--- src/rtl/mc_pkg.sv ---
// rtl/mc_pkg.sv - shared state, ALU op, opcode/funct and datapath select encodings for mc_ctrl
package mc_pkg;

  typedef enum logic [3:0] {
    FETCH  = 4'd0,
    DECODE = 4'd1,
    EXEC   = 4'd2,
    ALUWB  = 4'd3,
    MEMADR = 4'd4,
    MEMRD  = 4'd5,
    MEMWB  = 4'd6,
    MEMWR  = 4'd7,
    BRANCH = 4'd8,
    JUMP   = 4'd9
  } state_t;

  localparam logic [2:0] ALU_AND = 3'd0;
  localparam logic [2:0] ALU_OR  = 3'd1;
  localparam logic [2:0] ALU_ADD = 3'd2;
  localparam logic [2:0] ALU_SUB = 3'd3;
  localparam logic [2:0] ALU_ABS = 3'd4;

  localparam logic [5:0] OP_RTYPE = 6'b000000;
  localparam logic [5:0] OP_ORI   = 6'b001101;
  localparam logic [5:0] OP_LUI   = 6'b001111;
  localparam logic [5:0] OP_LW    = 6'b100011;
  localparam logic [5:0] OP_SW    = 6'b101011;
  localparam logic [5:0] OP_BEQ   = 6'b000100;
  localparam logic [5:0] OP_J     = 6'b000010;

  localparam logic [5:0] FN_ADDU = 6'b100001;
  localparam logic [5:0] FN_SUBU = 6'b100011;
  localparam logic [5:0] FN_ABS  = 6'b111111;

  localparam logic [1:0] SRCB_RT     = 2'd0;
  localparam logic [1:0] SRCB_FOUR   = 2'd1;
  localparam logic [1:0] SRCB_IMM    = 2'd2;
  localparam logic [1:0] SRCB_IMM_SH = 2'd3;

  localparam logic [1:0] EXT_ZERO = 2'd0;
  localparam logic [1:0] EXT_SIGN = 2'd1;
  localparam logic [1:0] EXT_LUI  = 2'd2;

  localparam logic [1:0] PCSRC_ALU    = 2'd0;
  localparam logic [1:0] PCSRC_ALUOUT = 2'd1;
  localparam logic [1:0] PCSRC_JUMP   = 2'd2;

endpackage

--- src/rtl/mc_ctrl_decode.sv ---
// rtl/mc_ctrl_decode.sv - combinational opcode/funct classifier for mc_ctrl
// MC_CTRL_ABS_EN enables decoding of R-type funct 111111 as abs.
module mc_ctrl_decode
  import mc_pkg::*;
(
  input  logic [5:0] opcode,
  input  logic [5:0] funct,
  output logic       is_rtype,
  output logic       is_ori,
  output logic       is_lui,
  output logic       is_lw,
  output logic       is_sw,
  output logic       is_beq,
  output logic       is_j,
  output logic       is_abs,
  output logic       funct_ok
);

  assign is_rtype = (opcode == OP_RTYPE);
  assign is_ori   = (opcode == OP_ORI);
  assign is_lui   = (opcode == OP_LUI);
  assign is_lw    = (opcode == OP_LW);
  assign is_sw    = (opcode == OP_SW);
  assign is_beq   = (opcode == OP_BEQ);
  assign is_j     = (opcode == OP_J);

`ifdef MC_CTRL_ABS_EN
  assign is_abs = is_rtype && (funct == FN_ABS);
`else
  assign is_abs = 1'b0;
`endif

  // Anything not recognised here still retires, but as a nop without writeback.
  assign funct_ok = is_rtype && ((funct == FN_ADDU) || (funct == FN_SUBU) || is_abs);

endmodule

--- src/rtl/mc_ctrl.sv ---
// rtl/mc_ctrl.sv - multi-cycle MIPS control FSM with retired-instruction counter
// MC_CTRL_ABS_EN (via mc_ctrl_decode) adds the R-type abs instruction.
module mc_ctrl
  import mc_pkg::*;
#(
  parameter int CNT_W = 32
) (
  input  logic             clk,
  input  logic             reset,
  input  logic [5:0]       opcode,
  input  logic [5:0]       funct,
  input  logic             zero,
  output logic             pc_write,
  output logic             ir_write,
  output logic             reg_write,
  output logic             mem_write,
  output logic             reg_dst,
  output logic             mem_to_reg,
  output logic             alu_src_a,
  output logic [1:0]       alu_src_b,
  output logic [1:0]       ext_op,
  output logic [1:0]       pc_src,
  output logic [2:0]       alu_op,
  output logic [CNT_W-1:0] instr_cnt
);

  state_t state, next_state;
  logic   is_rtype, is_ori, is_lui, is_lw, is_sw, is_beq, is_j, is_abs, funct_ok;

  mc_ctrl_decode u_decode (
    .opcode   (opcode),
    .funct    (funct),
    .is_rtype (is_rtype),
    .is_ori   (is_ori),
    .is_lui   (is_lui),
    .is_lw    (is_lw),
    .is_sw    (is_sw),
    .is_beq   (is_beq),
    .is_j     (is_j),
    .is_abs   (is_abs),
    .funct_ok (funct_ok)
  );

  // Every path back to FETCH retires exactly one instruction.
  always_ff @(posedge clk or posedge reset) begin
    if (reset) begin
      state     <= FETCH;
      instr_cnt <= '0;
    end else begin
      state <= next_state;
      if (next_state == FETCH) instr_cnt <= instr_cnt + CNT_W'(1);
    end
  end

  always_comb begin
    next_state = FETCH;
    pc_write   = 1'b0;
    ir_write   = 1'b0;
    reg_write  = 1'b0;
    mem_write  = 1'b0;
    reg_dst    = 1'b0;
    mem_to_reg = 1'b0;
    alu_src_a  = 1'b0;
    alu_src_b  = SRCB_RT;
    ext_op     = EXT_ZERO;
    pc_src     = PCSRC_ALU;
    alu_op     = ALU_ADD;
    case (state)
      FETCH: begin
        ir_write   = 1'b1;
        pc_write   = 1'b1;
        alu_src_b  = SRCB_FOUR;
        next_state = DECODE;
      end
      DECODE: begin
        alu_src_b = SRCB_IMM_SH;
        ext_op    = EXT_SIGN;
        if (is_rtype || is_ori || is_lui) next_state = EXEC;
        else if (is_lw || is_sw)          next_state = MEMADR;
        else if (is_beq)                  next_state = BRANCH;
        else if (is_j)                    next_state = JUMP;
      end
      EXEC: begin
        alu_src_a = 1'b1;
        if (is_rtype) begin
          alu_src_b = SRCB_RT;
          if (is_abs)                  alu_op = ALU_ABS;
          else if (funct == FN_SUBU)   alu_op = ALU_SUB;
          if (funct_ok) next_state = ALUWB;
        end else if (is_ori || is_lui) begin
          alu_src_b  = SRCB_IMM;
          ext_op     = is_lui ? EXT_LUI : EXT_ZERO;
          alu_op     = ALU_OR;
          next_state = ALUWB;
        end
      end
      ALUWB: begin
        reg_write = 1'b1;
        reg_dst   = is_rtype;
      end
      MEMADR: begin
        alu_src_a  = 1'b1;
        alu_src_b  = SRCB_IMM;
        ext_op     = EXT_SIGN;
        next_state = is_sw ? MEMWR : MEMRD;
      end
      MEMRD:  next_state = MEMWB;
      MEMWB: begin
        reg_write  = 1'b1;
        mem_to_reg = 1'b1;
      end
      MEMWR:  mem_write = 1'b1;
      BRANCH: begin
        alu_src_a = 1'b1;
        alu_op    = ALU_SUB;
        pc_src    = PCSRC_ALUOUT;
        pc_write  = zero;
      end
      JUMP: begin
        pc_write = 1'b1;
        pc_src   = PCSRC_JUMP;
      end
      default: next_state = FETCH;
    endcase
    // Reset must silence the datapath immediately, not at the next edge.
    if (reset) begin
      pc_write   = 1'b0;
      ir_write   = 1'b0;
      reg_write  = 1'b0;
      mem_write  = 1'b0;
      reg_dst    = 1'b0;
      mem_to_reg = 1'b0;
      alu_src_a  = 1'b0;
      alu_src_b  = SRCB_RT;
      ext_op     = EXT_ZERO;
      pc_src     = PCSRC_ALU;
      alu_op     = ALU_AND;
    end
  end

endmodule

--- config.mk ---
export PLATFORM = sky130hd
export DESIGN_NAME = mc_ctrl
export DESIGN_NICKNAME = d
export VERILOG_FILES = /design/src/rtl/mc_pkg.sv /design/src/rtl/mc_ctrl_decode.sv /design/src/rtl/mc_ctrl.sv
export SDC_FILE = /design/constraint.sdc
export NUM_CORES = 1
export LEC_CHECK = 0
export ABC_AREA = 1
export BUFFER_PORTS_ARGS = -buffer_cell sky130_fd_sc_hd__clkbuf_2
export CAP_MARGIN = 0
export CORE_MARGIN = 8
export CORE_UTILIZATION = 50
export DETAILED_ROUTE_END_ITERATION = 8
export PLACE_DENSITY = 0.8
export SLEW_MARGIN = 20
export SYNTH_ARGS = -nofsm -noshare
export SYNTH_HDL_FRONTEND = slang
export SYNTH_SLANG_ARGS = --single-unit
--- constraint.sdc ---
create_clock -name clk -period 2.01 [get_ports clk]
set_input_delay 0.201 -clock clk [delete_from_list [all_inputs] [get_ports clk]]
set_output_delay 0.201 -clock clk [all_outputs]
set_load 0.01 [all_outputs]
After elaboration in Yosys (flattened, before gate mapping)
Index checks and enable logic that the tools add are counted.
{"block": "classes", "add_sub_neg": 1, "eq_ne": 17, "muxes": 39, "reduce_logical": 13}
{"op": "32-bit by 1-bit adder with 32-bit output (second input constant)", "n": 1}
{"op": "6-bit equality test (second input constant)", "n": 4}
{"op": "2-bit two-way mux", "n": 12}
{"op": "4-bit two-way mux", "n": 5}
{"op": "4-bit one-hot mux with 5 select lines", "n": 1}
{"op": "4-bit by 3-bit equality test with 1-bit output (second input constant)", "n": 4}
{"op": "1-bit two-way mux", "n": 14}
{"op": "6-bit by 4-bit equality test with 1-bit output (second input constant)", "n": 2}
{"op": "4-bit by 2-bit equality test with 1-bit output (second input constant)", "n": 2}
{"op": "4-bit equality test (second input constant)", "n": 2}
{"op": "4-bit logical NOT", "n": 2}
{"op": "2-bit one-hot mux with 2 select lines", "n": 2}
{"op": "2-bit one-hot mux with 4 select lines", "n": 1}
{"op": "6-bit by 2-bit equality test with 1-bit output (second input constant)", "n": 1}
{"op": "6-bit by 3-bit equality test with 1-bit output (second input constant)", "n": 1}
{"op": "6-bit logical NOT", "n": 1}
{"op": "3-bit two-way mux", "n": 2}
{"op": "3-bit one-hot mux with 2 select lines", "n": 1}
{"op": "2-bit OR reduction", "n": 3}
{"op": "1-bit logical OR", "n": 5}
{"op": "4-bit by 1-bit equality test with 1-bit output (second input constant)", "n": 1}
{"op": "3-bit OR reduction", "n": 1}
{"op": "1-bit one-hot mux with 2 select lines", "n": 1}
{"op": "1-bit logical AND", "n": 1}
{"block": "word_totals", "register_bits": 36, "inputBits": 15, "output_inout_bits": 48}

Depth between registers and ports, before layout
{"block": "logic_depth", "ltp_word": 7, "mapped_depth": 12, "depth_no_buf": 11}

Modules after synthesis
From an unflattened synthesis, not the netlist that was laid out.
{"block": "hier_totals", "hier_cells": 479, "area_unflattened_um2": 2934.1}
{"module": "mc_ctrl", "instances": 1, "cells_per_inst": 449, "area_each_um2": 2788.9, "seq_area_each_um2": 900.9}
{"module": "mc_ctrl_decode", "instances": 1, "cells_per_inst": 30, "area_each_um2": 145.1, "seq_area_each_um2": 0.0}

Worst setup path after synthesis
No wires, ideal clock.
{"block": "synth_path", "kind": "input to output", "startpoint": "in reset", "endpoint": "out reg_write", "arrival_ns": 1.505, "slack_ns": 0.304, "path_stages": 3, "path_buffers": 0, "cell_sequence": "inv_1 > nand2_1 > o21ai_0"}
{"block": "synth_between", "elab_chain_cells": 1}
{"item": "start: declaration", "line": "mc_ctrl.sv:9", "source": "input logic reset,"}
{"item": "1-bit two-way mux", "line": "mc_ctrl.sv:126", "source": "if (reset) begin"}
{"item": "end: declaration", "line": "mc_ctrl.sv:15", "source": "output logic reg_write,"}
Every way passes these cells.

Final worst setup path
{"block": "layout_path", "startpoint": "reg instr_cnt[1]", "endpoint": "reg instr_cnt[28]"}
{"block": "layout_between", "elab_chain_cells": 1}
{"item": "start: declaration", "line": "mc_ctrl.sv:24", "source": "output logic [CNT_W-1:0] instr_cnt"}
{"item": "start signal: assignment", "line": "mc_ctrl.sv:51", "source": "if (next_state == FETCH) instr_cnt <= instr_cnt + CNT_W'(1);"}
{"item": "32-bit by 1-bit adder with 32-bit output", "line": "mc_ctrl.sv:51"}
Every way passes these cells.
A chain may end at the register's enable or synchronous reset.

==> summary.md <==
| Metric | Value |
|---|---|
| First-pass GRT wire length | `13000 µm` |
| Clock skew | `7.09 ps` |
| Clock Latency Late Sink | `290 ps` |
| Fin nets | `513` |
| Crit. Startpoint | `instr_cnt[1]$_DFFE_PP0N_` |
| Largest stage delay, worst path | `440 ps` |
| Total gr overflow | `0` |
| Busiest grt layer | `met2` |
| Post-Place Cells | `559` |
| Post-route insts no fill | `570` |
| WHS | `170 ps` |
| Drt pass-1 iters | `5` |
| Placer congestion estimate | `0.933` |
| CTS Sinks | `36` |
| Full die area | `8430 µm²` |
| Place WS | `-35.4 ps` |
| Unique masters post-synth | `33` |
| Met2 Usage GRT | `31.6%` |
| Fill count | `562` |
| Final Cycle Share | `93.2%` |
| Min Tclk post-route | `1870 ps` |
| Post-Syn Nets | `446` |
| FF+latch count, synth | `36` |
| Via/cell ratio | `5.25` |
| CP delay by family, top | `simple AND/OR/NAND/NOR gates` |
| Footprint of the multi-input gates | `1760 µm²` |
| Synth Area in Simple Gates | `52.2%` |
| Most used cell, CP | `nand2_1` |
| Layout cells sized above 1 | `27.9%` |
| CTS Hold Bufs | `0` |
| Reg2reg end | `instr_cnt[28]$_DFFE_PP0N_` |
| H-tree levels | `2` |
| # DRC | `0` |
| Critical path type | `flip-flop to flip-flop` |
| Worst reg2reg path depth | `10` |
| Final Max Tran Viols | `0` |
| Clock Root Buffer | `clkbuf_8` |
| Die W | `91.8 µm` |
| Xor and xnor area share after synthesis | `6.09%` |
| Row cnt | `27` |
| Average cell area after synthesis | `6.69 µm²` |
| Area Overhead vs Synth | `17.5%` |
| Antenna viol nets, final | `0` |
| F_max | `0.534 GHz` |
| Max-cap violations | `0` |
| Final WL | `8150 µm` |
| Cell Area, Synth | `2880 µm²` |
| Core area | `5540 µm²` |
| Final setup fails | `0` |
| N_diodes | `0` |
| I/O pin count | `63` |
| WP data arrival | `2060 ps` |
| Tot GR Track Use | `18.4%` |
| Detailed-route via count | `2991` |
| TNS Setup | `0 ps` |
| Buffers on Ports | `61` |
| Status | `finished clean` |
| Share of flip-flops with an asynchronous set or reset | `100%` |
| Post-DP Area | `3240 µm²` |
| Worst min path class | `input pin to asynchronous set/reset pin` |
| Cell area after layout | `3380 µm²` |
| Register Area | `902 µm²` |
| Commonest register cell after synthesis | `dfrtp_1` |
| Gate Count Post-Synth | `430` |
| Post-DP HPWL | `6140 µm` |
| Antenna violations before repair | `0` |
| Die H | `91.8 µm` |
| Mux cell area share after synthesis | `0%` |
| CTS Buf Count | `5` |
| Crit-path slowest cell | `dfrtp_1` |
| Clock Tree Buf Depth | `2` |
| Synth Area in Compound Gates | `1.52%` |
| Worst r2r src | `instr_cnt[1]$_DFFE_PP0N_` |
| RSZ-0062 raised after global routing | `no` |
| Critical Path Sink Type | `flip-flop` |
| Reg2Reg Setup Slack | `140 ps` |
| Worst path bufs/invs | `2` |
| Pwr dens | `847 nW/µm²` |
| Average wire per standard cell | `14.3 µm` |
| CTS tree | `built` |
| Vias in the first global route | `2741` |
| CP Max Fanout | `4` |
| Req. time, crit path | `2200 ps` |
| Starting DRT DRC Count | `187` |
| Setup ws final | `136 ps` |
| CTS clk-pin slew, worst paths | `80 ps` |
| Final hold violation count | `0` |
| Largest net degree at the start of global routing | `33` |
| Post-synth EDFFs | `0` |
| Grt met1 use | `22.9%` |
| Static leakage | `1.69 nW` |
| Worst setup SP type | `flip-flop` |
| VDD IR-drop max | `690 µV` |
| Critical Path, Cell by Cell | `ha_2 -> inv_1 -> nor2_2 -> inv_1 -> nor2_1 -> nand2_1 -> nor2_1 -> nand3_1 -> nand2_1 -> nand2_1` |
| Routing usage on met3 | `3.83%` |
| Post-Synth Adder-Cell Area | `0.435%` |
| Sequential area share after synthesis | `31.3%` |
| Initial Util | `51.9%` |
| Largest family of logic cells by synthesized area | `simple AND/OR/NAND/NOR gates` |
| YS warnings | `0` |
-- layout make-up --
type / instances / share of cell area, %
inverter: 41 / 4.67
timing repair buffer: 68 / 11.0
clock inverter: 2 / 0.444
tap: 72 / 2.67
sequential: 36 / 26.7
clock buffer: 6 / 2.44
multi-input combinational: 345 / 52.1
-- metal layers --
metal	routed length, µm	share of wire, %
met3	560	6.9
met2	3970	49
met4	85	1.0
met5	0	0
met1	3530	43
-- state kept, by name, summed over array words and instances (netlist names) --
name / flops
state: 4
instr_cnt: 32
-- how the worst max path moves through the flow --
stage / to / slack [ps] / depth (start not counted)
floorplan: reg_write / 300 / 3
global placement: instr_cnt[28]$_DFFE_PP0N_ / 40 / 10
detailed placement: instr_cnt[28]$_DFFE_PP0N_ / -40 / 10
CTS: instr_cnt[28]$_DFFE_PP0N_ / 40 / 10
global route: instr_cnt[28]$_DFFE_PP0N_ / 5 / 10
finish: instr_cnt[28]$_DFFE_PP0N_ / 140 / 10
-- repair_timing --
action	in CTS	in global routing
buffers inserted	0	2
pin swaps	0	2
endpoints found under the hold margin	0	0
gates cloned	0	1
endpoints found under the setup margin	2	25
gates resized for setup	2	4
-- synth_stat cells (2+ instances only) --
library cell	count	area share [%]
nor2_4	4	1.6
xnor2_1	10	3.0
a21oi_1	3	0.52
nor3_1	2	0.35
dfrtp_1	36	31
o21ai_0	2	0.35
nand2_1	133	17
nand3_4	3	1.8
nor2_1	76	9.9
nor2_2	8	1.7
nand2_4	3	1.2
inv_2	7	0.91
nand2_2	24	5.2
xor2_1	10	3.0
nor2_8	2	1.4
nand3_1	46	8.0
nand3_2	5	1.7
inv_1	32	4.2
buf_6	5	2.0
nand3b_1	3	0.78
nand4_1	3	0.65
a31oi_1	2	0.44
-- placed cells by master, fill, tap and decap left out, types with 2 or more instances in the layout --
cell	n
nor3_1	2
nand3_4	3
nand3_2	5
nor2_2	9
a31oi_1	2
a21oi_1	3
o21ai_0	2
nand2_4	3
dfrtp_1	35
inv_1	32
nor2_1	74
nand3_1	46
nand2_1	133
clkinvlp_4	2
clkbuf_8	6
inv_2	7
clkbuf_2	61
nand3b_1	3
buf_4	6
nand2_2	24
nor2_8	2
nor2_4	6
xor2_1	10
nand4_1	3
xnor2_1	10
-- cells by family (layout without fill, tap and decap cells) --
kind of cell / after synthesis / count (layout)
other: 1 / 1
buffers and inverters: 50 / 117
DFF: 36 / 36
adders and majority gates: 1 / 1
AOI/OAI and AO/OA: 8 / 8
xor gates and xnor gates: 20 / 20
and+or+nand+nor: 314 / 315
-- worst min-delay path, cell delays in order --
cell	delay (ps)
clkbuf_2	170
inv_1	180
buf_4	280
-- per-stage QoR --
step	total power [mW]	utilization (%)
finish	2.86	61.0
global route	3.03	61.0
CTS	2.79	60.3
detailed placement	2.23	58.5
global placement	2.18	58.5
floorplan	1.98	-
-- power breakdown --
group	switching (mW)	internal (mW)	leakage (nW)
Sequential	0.134	0.802	0.493
Combinational	0.925	0.439	1.15
Clock	0.286	0.278	0.0434
No activity file was read; power rests on OpenSTA's default activity.
